$ cat src/rtl/divider_pkg.sv
// Shared types and constants for the restoring divider.
// State encoding and counter sizing live here.
package divider_pkg;

  localparam int DIV_WIDTH = 32;

  typedef enum logic [1:0] {
    S_IDLE,
    S_BUSY,
    S_DONE
  } div_state_e;

  function automatic int cnt_width(input int w);
    return $clog2(w + 1);
  endfunction

endpackage

$ cat src/rtl/divider_if.sv
// Start/done handshake bundle for the divider.
// Master drives operands, slave returns results.
interface divider_if #(
  parameter int WIDTH = 32
);

  logic             start;
  logic [WIDTH-1:0] dividend;
  logic [WIDTH-1:0] divisor;
  logic             done;
  logic [WIDTH-1:0] quotient;
  logic [WIDTH-1:0] remainder;

  modport master (
    output start,
    output dividend,
    output divisor,
    input  done,
    input  quotient,
    input  remainder
  );

  modport slave (
    input  start,
    input  dividend,
    input  divisor,
    output done,
    output quotient,
    output remainder
  );

endinterface

$ cat src/rtl/divider_step.sv
// One restoring iteration: shift in a dividend bit,
// trial-subtract the divisor, restore on borrow.
module divider_step #(
  parameter int WIDTH = 32
) (
  input  logic [WIDTH-1:0] rem_i,
  input  logic             bit_i,
  input  logic [WIDTH-1:0] dvs_i,
  output logic [WIDTH-1:0] rem_o,
  output logic             qbit_o
);

  logic [WIDTH:0] sh;
  logic [WIDTH:0] diff;

  // Extra top bit exposes the borrow of the trial subtract.
  always_comb begin
    sh     = {rem_i, bit_i};
    diff   = sh - {1'b0, dvs_i};
    qbit_o = ~diff[WIDTH];
    rem_o  = diff[WIDTH] ? sh[WIDTH-1:0]
                         : diff[WIDTH-1:0];
  end

endmodule

$ cat src/rtl/divider.sv
// Multi-cycle unsigned restoring divider, one
// quotient bit per clock, start/done handshake.
module divider
  import divider_pkg::*;
#(
  parameter int WIDTH = DIV_WIDTH
) (
  input logic       clk,
  input logic       rst,
  divider_if.slave  bus
);

  localparam int CW = cnt_width(WIDTH);

  div_state_e       state_q;
  logic [CW-1:0]    cnt_q;
  logic [WIDTH-1:0] dvd_q;
  logic [WIDTH-1:0] dvs_q;
  logic [WIDTH-1:0] rem_q;
  logic [WIDTH-1:0] quo_q;
  logic [WIDTH-1:0] rmd_q;
  logic             done_q;

  logic [WIDTH-1:0] rem_d;
  logic [WIDTH-1:0] dvd_d;
  logic             qbit;

  divider_step #(
    .WIDTH (WIDTH)
  ) u_step (
    .rem_i  (rem_q),
    .bit_i  (dvd_q[WIDTH-1]),
    .dvs_i  (dvs_q),
    .rem_o  (rem_d),
    .qbit_o (qbit)
  );

  // Dividend shifts out the top while quotient bits fill the bottom.
  assign dvd_d = {dvd_q[WIDTH-2:0], qbit};

  // Control FSM with registered result outputs.
  always_ff @(posedge clk or posedge rst) begin
    if (rst) begin
      state_q <= S_IDLE;
      cnt_q   <= '0;
      dvd_q   <= '0;
      dvs_q   <= '0;
      rem_q   <= '0;
      quo_q   <= '0;
      rmd_q   <= '0;
      done_q  <= 1'b0;
    end else begin
      unique case (state_q)
        S_IDLE: begin
          done_q <= 1'b0;
          if (bus.start) begin
            dvd_q   <= bus.dividend;
            dvs_q   <= bus.divisor;
            rem_q   <= '0;
            cnt_q   <= CW'(WIDTH);
            state_q <= S_BUSY;
          end
        end
        S_BUSY: begin
          dvd_q <= dvd_d;
          rem_q <= rem_d;
          cnt_q <= cnt_q - CW'(1);
          if (cnt_q == CW'(1)) begin
            quo_q   <= dvd_d;
            rmd_q   <= rem_d;
            done_q  <= 1'b1;
            state_q <= S_DONE;
          end
        end
        S_DONE: begin
          done_q  <= 1'b0;
          state_q <= S_IDLE;
        end
        default: begin
          done_q  <= 1'b0;
          state_q <= S_IDLE;
        end
      endcase
    end
  end

  assign bus.done      = done_q;
  assign bus.quotient  = quo_q;
  assign bus.remainder = rmd_q;

endmodule

$ cat src/flat_wrapper.sv
// flat-port wrapper written by rule: the top's interface ports become plain ports
module divider_flat import divider_pkg::*;
#(
  parameter int WIDTH = DIV_WIDTH
)
  (clk, rst, bus_start, bus_dividend, bus_divisor, bus_done, bus_quotient, bus_remainder);
  divider_if #(.WIDTH(WIDTH)) bus_i ();
  input logic clk;
  input logic rst;
  input wire logic [$bits(bus_i.start)-1:0] bus_start;
  input wire logic [$bits(bus_i.dividend)-1:0] bus_dividend;
  input wire logic [$bits(bus_i.divisor)-1:0] bus_divisor;
  output wire logic [$bits(bus_i.done)-1:0] bus_done;
  output wire logic [$bits(bus_i.quotient)-1:0] bus_quotient;
  output wire logic [$bits(bus_i.remainder)-1:0] bus_remainder;
  assign bus_i.start = bus_start;
  assign bus_i.dividend = bus_dividend;
  assign bus_i.divisor = bus_divisor;
  assign bus_done = bus_i.done;
  assign bus_quotient = bus_i.quotient;
  assign bus_remainder = bus_i.remainder;
  divider #(.WIDTH(WIDTH)) u_core (.clk(clk), .rst(rst), .bus(bus_i));
endmodule
$ cat config.mk
export PLATFORM = sky130hd
export DESIGN_NAME = divider_flat
export DESIGN_NICKNAME = d
export VERILOG_FILES = /design/src/rtl/divider_pkg.sv /design/src/rtl/divider_if.sv /design/src/rtl/divider_step.sv /design/src/rtl/divider.sv /design/src/flat_wrapper.sv
export SDC_FILE = /design/constraint.sdc
export NUM_CORES = 1
export LEC_CHECK = 0
export BUFFER_PORTS_ARGS = -buffer_cell sky130_fd_sc_hd__buf_2
export CORE_ASPECT_RATIO = 0.7
export CORE_MARGIN = 5
export CORE_UTILIZATION = 24
export CTS_BUF_LIST = sky130_fd_sc_hd__clkbuf_16
export DETAILED_ROUTE_END_ITERATION = 6
export PLACE_DENSITY = 0.42
export SYNTH_ARGS = -nofsm -noshare
export SYNTH_HDL_FRONTEND = slang
export SYNTH_HIERARCHICAL = 1
export SYNTH_SLANG_ARGS = --single-unit
export TNS_END_PERCENT = 20
$ cat constraint.sdc
create_clock -name clk -period 6.35 [get_ports clk]
set_input_delay 1.27 -clock clk [delete_from_list [all_inputs] [get_ports clk]]
set_output_delay 1.27 -clock clk [all_outputs]
set_load 0.05 [all_outputs]
==> impl_summary.md <==
Timing
The worst pin sits at a relative slew slack of 36.6%. The post-route minimum period is 3.86 ns. Once routing completed, OpenROAD measured the worst setup slack at 2.49 ns.

At the pin with the least slew margin, the transition time is 0.951 ns. The number of max-slew violations in the final report was 0. Setup violations remaining at the end of the flow were counted as 0. The ratio of final minimum period to clock period is 60.9%. Setup repair after global routing left no endpoint under its margin. The setup skew after layout is 0.0131 ns. The number of hold violations in the final report is 0. The fmax is 0.259 GHz. Summed over all failing endpoints, the final setup total negative slack is 0 ns.

Run status
The run finished with clean final reports.

Setup path
In this run the number of cells on the critical path is 14. For this design, the slowest cell found on the critical path is sky130_fd_sc_hd__dfrtp_1. Along the worst path, the maximum fanout reaches 25. The end of the worst register-to-register path is u_core/bus.remainder[27]$_DFFE_PP0P_.

The logic depth of the worst register-to-register path is 14. The buffers plus inverters on the worst setup path is 2. The most used cell along the critical path is sky130_fd_sc_hd__mux2_4. The worst reg2reg path startpoint is u_core/dvd_q[31]$_DFFE_PP0P_. The type of the worst setup path is flop to flop. The largest stage delay on the critical path is 0.40 ns. Broken down by cell family, the worst path's largest delay share belongs to multiplexers. The critical path arrival is 4.19 ns. STA classifies the critical path endpoint as a flop. The signal on the critical path passes through inv_1 -> ha_1 -> fa_1 -> and2b_2 -> o2111ai_2 -> a21oi_2 -> o2111ai_1 -> a211oi_2 -> nor2_4 -> mux2i_4 -> and2_4 -> inv_8 -> mux2_4 -> mux2_4. The required time of the critical path is 6.68 ns. The worst setup path is launched from a flop. The setup check on the worst reg-to-reg path leaves a slack of 2.49 ns.

Floorplan
The initialized floorplan defines 60 standard-cell rows. The area of the core region is 38400 um^2. The die covers 42900 um^2. From left edge to right edge, the die measures 245 um. The die is 175 um tall. For this design the top-level I/O count stands at 132. The starting density of the core is 24.3%.

GRT
The initial antenna violation count came to 0. The via count of the first global-routing pass is 6937. Global routing finished with a remaining overflow of 0. Entering global routing, the biggest net connects 61 pins. Global routing consumed, over all layers together, 12.5% of the routing resources. The wire length of the first global-routing pass is 42400 um.

Route
The total DRC errors in the routed layout is 0. Dividing the detail-routed via count by the number of cells gives 4.38. The detail route stage leaves a number of antenna-violating nets equal to 0.

The number of detailed-route iterations in the first pass is 6. After detailed routing, the average wire length per cell comes to 17.5 um. The detailed router finished its first iteration with 430 violations. The total number of vias is 6641.

Summed over all layers, the routed wires come to 26600 um.

Worst hold path
The worst hold path startpoint is u_core/dvs_q[26]$_DFFE_PP0P_. The terminating pin of the worst hold path is u_core/dvs_q[26]$_DFFE_PP0P_. The class of the worst hold path is flop to flop. The worst hold path cell count is 2.

Synth
The cell type contributing the most total cell area after synthesis is sky130_fd_sc_hd__dfrtp_1. Synthesis produced 868 cells. After synthesis, the share of flip-flops with an asynchronous set or reset is 100%.

The number of synthesized register bits is 169. The synthesized netlist net count is 970. The Yosys step of the flow raised 6 warnings. After synthesis, the netlist uses 70 different library cells. By count the netlist is led by sky130_fd_sc_hd__dfrtp_1 (169), sky130_fd_sc_hd__nand2_1 (133), sky130_fd_sc_hd__mux2_4 (68). The synthesized design contains 0 enable-type register cells. The per-instance average area after synthesis is 10.7 um^2. The library cell with the highest instance count after synthesis is sky130_fd_sc_hd__dfrtp_1.

After synthesis, flip-flops and latches occupy 45.4% of the total area. The synthesized design devotes to its leading area cell type 45.4% of total area. Sorting the synthesized cells by area gives the leading types as sky130_fd_sc_hd__dfrtp_1 (45%), sky130_fd_sc_hd__mux2_4 (11%), sky130_fd_sc_hd__nand2_1 (5.4%).

Summing every instance area after synthesis gives 9310 um^2. The commonest register cell after synthesis is sky130_fd_sc_hd__dfrtp_1.

Finish
From synthesis to final layout, the design area changed by 18.2%. The fill cell total of the finished layout is 4086. The post-route netlist has 27.8% of its cells at a drive strength greater than 1. The number of nets in the layout is 1079.

The post-route core utilization is 28.7%. The total inserted antenna cells is 0.

CTS
The clock-pin transition on the worst setup and hold timing paths is 0.06 ns. TritonCTS built the clock tree. The total clock sinks is 169. The CTS buffer count is 17. Buffers added to address setup during post-CTS repair amount to 0. The number of H-tree levels is 4.

The hold-fix buffer count after cts is 0. The count of cells resized by post-cts repair is 0. At the later pin of the worst-skew pair, clock insertion delay measures 0.45 ns.

The cell sitting at the root of the clock tree is a sky130_fd_sc_hd__clkbuf_16. The clock passes through at most 2 buffers.

Placement
Summed over all nets, the half-perimeter wirelength after detailed placement is 18200 um. The number of I/O port buffers is 131. The weighted congestion at the end of routability-driven global placement is 0.751. At the placement stage, the worst setup path has a slack of 2.50 ns.

Flow run
The max-capacitance violation count is 0.
## area by class of cell
| cell class | instances | area, um^2 | share of cell area (%) |
|---|---|---|---|
| Multi-Input combinational cell | 609 | 4620 | 41.9 |
| Sequential cell | 169 | 4230 | 38.4 |
| Clock inverter | 15 | 188 | 1.70 |
| Timing Repair Buffer | 141 | 731 | 6.64 |
| Clock buffer | 17 | 425 | 3.86 |
| Inverter | 39 | 159 | 1.44 |
| Tap cell | 527 | 659 | 5.99 |
## state kept, by name (all words and copies together) (netlist names)
register,cells
u_core/cnt_q,6
u_core/bus.done,1
u_core/state_q,2
u_core/rem_q,32
u_core/dvs_q,32
u_core/bus.remainder,32
u_core/dvd_q,32
u_core/bus.quotient,32
## cells in the final DEF (no fill, tap or decap), types with 3 or more instances in the layout
cell type,Yosys,final
sky130_fd_sc_hd__dfrtp_1,169,169
sky130_fd_sc_hd__nand2_1,133,133
sky130_fd_sc_hd__buf_2,10,131
sky130_fd_sc_hd__mux2_4,68,68
sky130_fd_sc_hd__a21oi_1,56,56
sky130_fd_sc_hd__o21ai_0,54,54
sky130_fd_sc_hd__inv_1,38,42
sky130_fd_sc_hd__ha_1,34,34
sky130_fd_sc_hd__a22o_1,32,32
sky130_fd_sc_hd__nor2b_1,20,19
sky130_fd_sc_hd__mux2_2,19,19
sky130_fd_sc_hd__clkbuf_16,0,17
sky130_fd_sc_hd__a21o_1,17,17
sky130_fd_sc_hd__a22oi_1,16,16
sky130_fd_sc_hd__and3b_1,16,16
sky130_fd_sc_hd__nand3_1,16,16
sky130_fd_sc_hd__xnor2_1,13,13
sky130_fd_sc_hd__xor2_1,13,13
sky130_fd_sc_hd__nor2_1,11,11
sky130_fd_sc_hd__buf_4,4,10
sky130_fd_sc_hd__nor3_1,8,8
sky130_fd_sc_hd__o21a_1,8,8
sky130_fd_sc_hd__a31oi_1,6,6
sky130_fd_sc_hd__nand4_1,5,5
sky130_fd_sc_hd__bufinv_16,0,4
sky130_fd_sc_hd__o21bai_1,5,4
sky130_fd_sc_hd__o2111ai_1,4,4
sky130_fd_sc_hd__and3_1,4,4
sky130_fd_sc_hd__clkinvlp_4,0,3
sky130_fd_sc_hd__nand2b_1,3,3
sky130_fd_sc_hd__or3_1,3,3
sky130_fd_sc_hd__o31ai_1,3,3
## worst reg2reg max path: stages, from the launching register on
cell and delay, ns:
sky130_fd_sc_hd__dfrtp_1 0.40, sky130_fd_sc_hd__inv_1 0.06, sky130_fd_sc_hd__ha_1 0.22, sky130_fd_sc_hd__fa_1 0.40
sky130_fd_sc_hd__and2b_2 0.25, sky130_fd_sc_hd__o2111ai_2 0.13, sky130_fd_sc_hd__a21oi_2 0.21, sky130_fd_sc_hd__o2111ai_1 0.22
sky130_fd_sc_hd__a211oi_2 0.34, sky130_fd_sc_hd__nor2_4 0.10, sky130_fd_sc_hd__mux2i_4 0.34, sky130_fd_sc_hd__and2_4 0.32
sky130_fd_sc_hd__inv_8 0.14, sky130_fd_sc_hd__mux2_4 0.35, sky130_fd_sc_hd__mux2_4 0.27
## worst max-delay path by stage
stage | slack (ns) | from | to
detailed placement | 2.50 | u_core/dvd_q[31]$_DFFE_PP0P_ | u_core/bus.remainder[26]$_DFFE_PP0P_
global route | 2.27 | u_core/dvd_q[31]$_DFFE_PP0P_ | u_core/bus.remainder[14]$_DFFE_PP0P_
floorplan | 0.50 | rst | u_core/bus.done$_DFFE_PP0P_
CTS | 2.46 | u_core/dvd_q[31]$_DFFE_PP0P_ | u_core/bus.remainder[25]$_DFFE_PP0P_
global placement | 2.58 | u_core/dvd_q[31]$_DFFE_PP0P_ | u_core/bus.remainder[7]$_DFFE_PP0P_
finish | 2.49 | u_core/dvd_q[31]$_DFFE_PP0P_ | u_core/bus.remainder[27]$_DFFE_PP0P_
## routing by layer
metal / share of wire (%) / global-route usage [%]
met5: 0 / 0
met4: 0.64 / 2.23
met3: 3.7 / 3.46
met2: 40 / 17.3
met1: 55 / 19.5
## cell families after synthesis
group                      count (synthesis)  share of synthesized area [%]
and+or+nand+nor                          237                           12.7
AOI/OAI and AO/OA                        221                           15.7
DFF                                      169                           45.4
buffers and inverters                     90                           5.24
muxes                                     90                           13.7
adders and majority gates                 35                           4.78
xor gates and xnor gates                  26                           2.45
## stage by stage
step           area [um^2]  hold WS, ns  instances
2_1_floorplan         9310        0.446        868
3_3_place_gp         10400        0.460       1485
3_5_place_dp         10400        0.464       1485
6_report             11000        0.472       1517
5_1_grt              11000        0.500       1517
4_1_cts              11000        0.481       1517
Power is left out: the tool's default activity adds up to more than one toggle a clock period on the data nets, which glitch-free logic cannot reach.
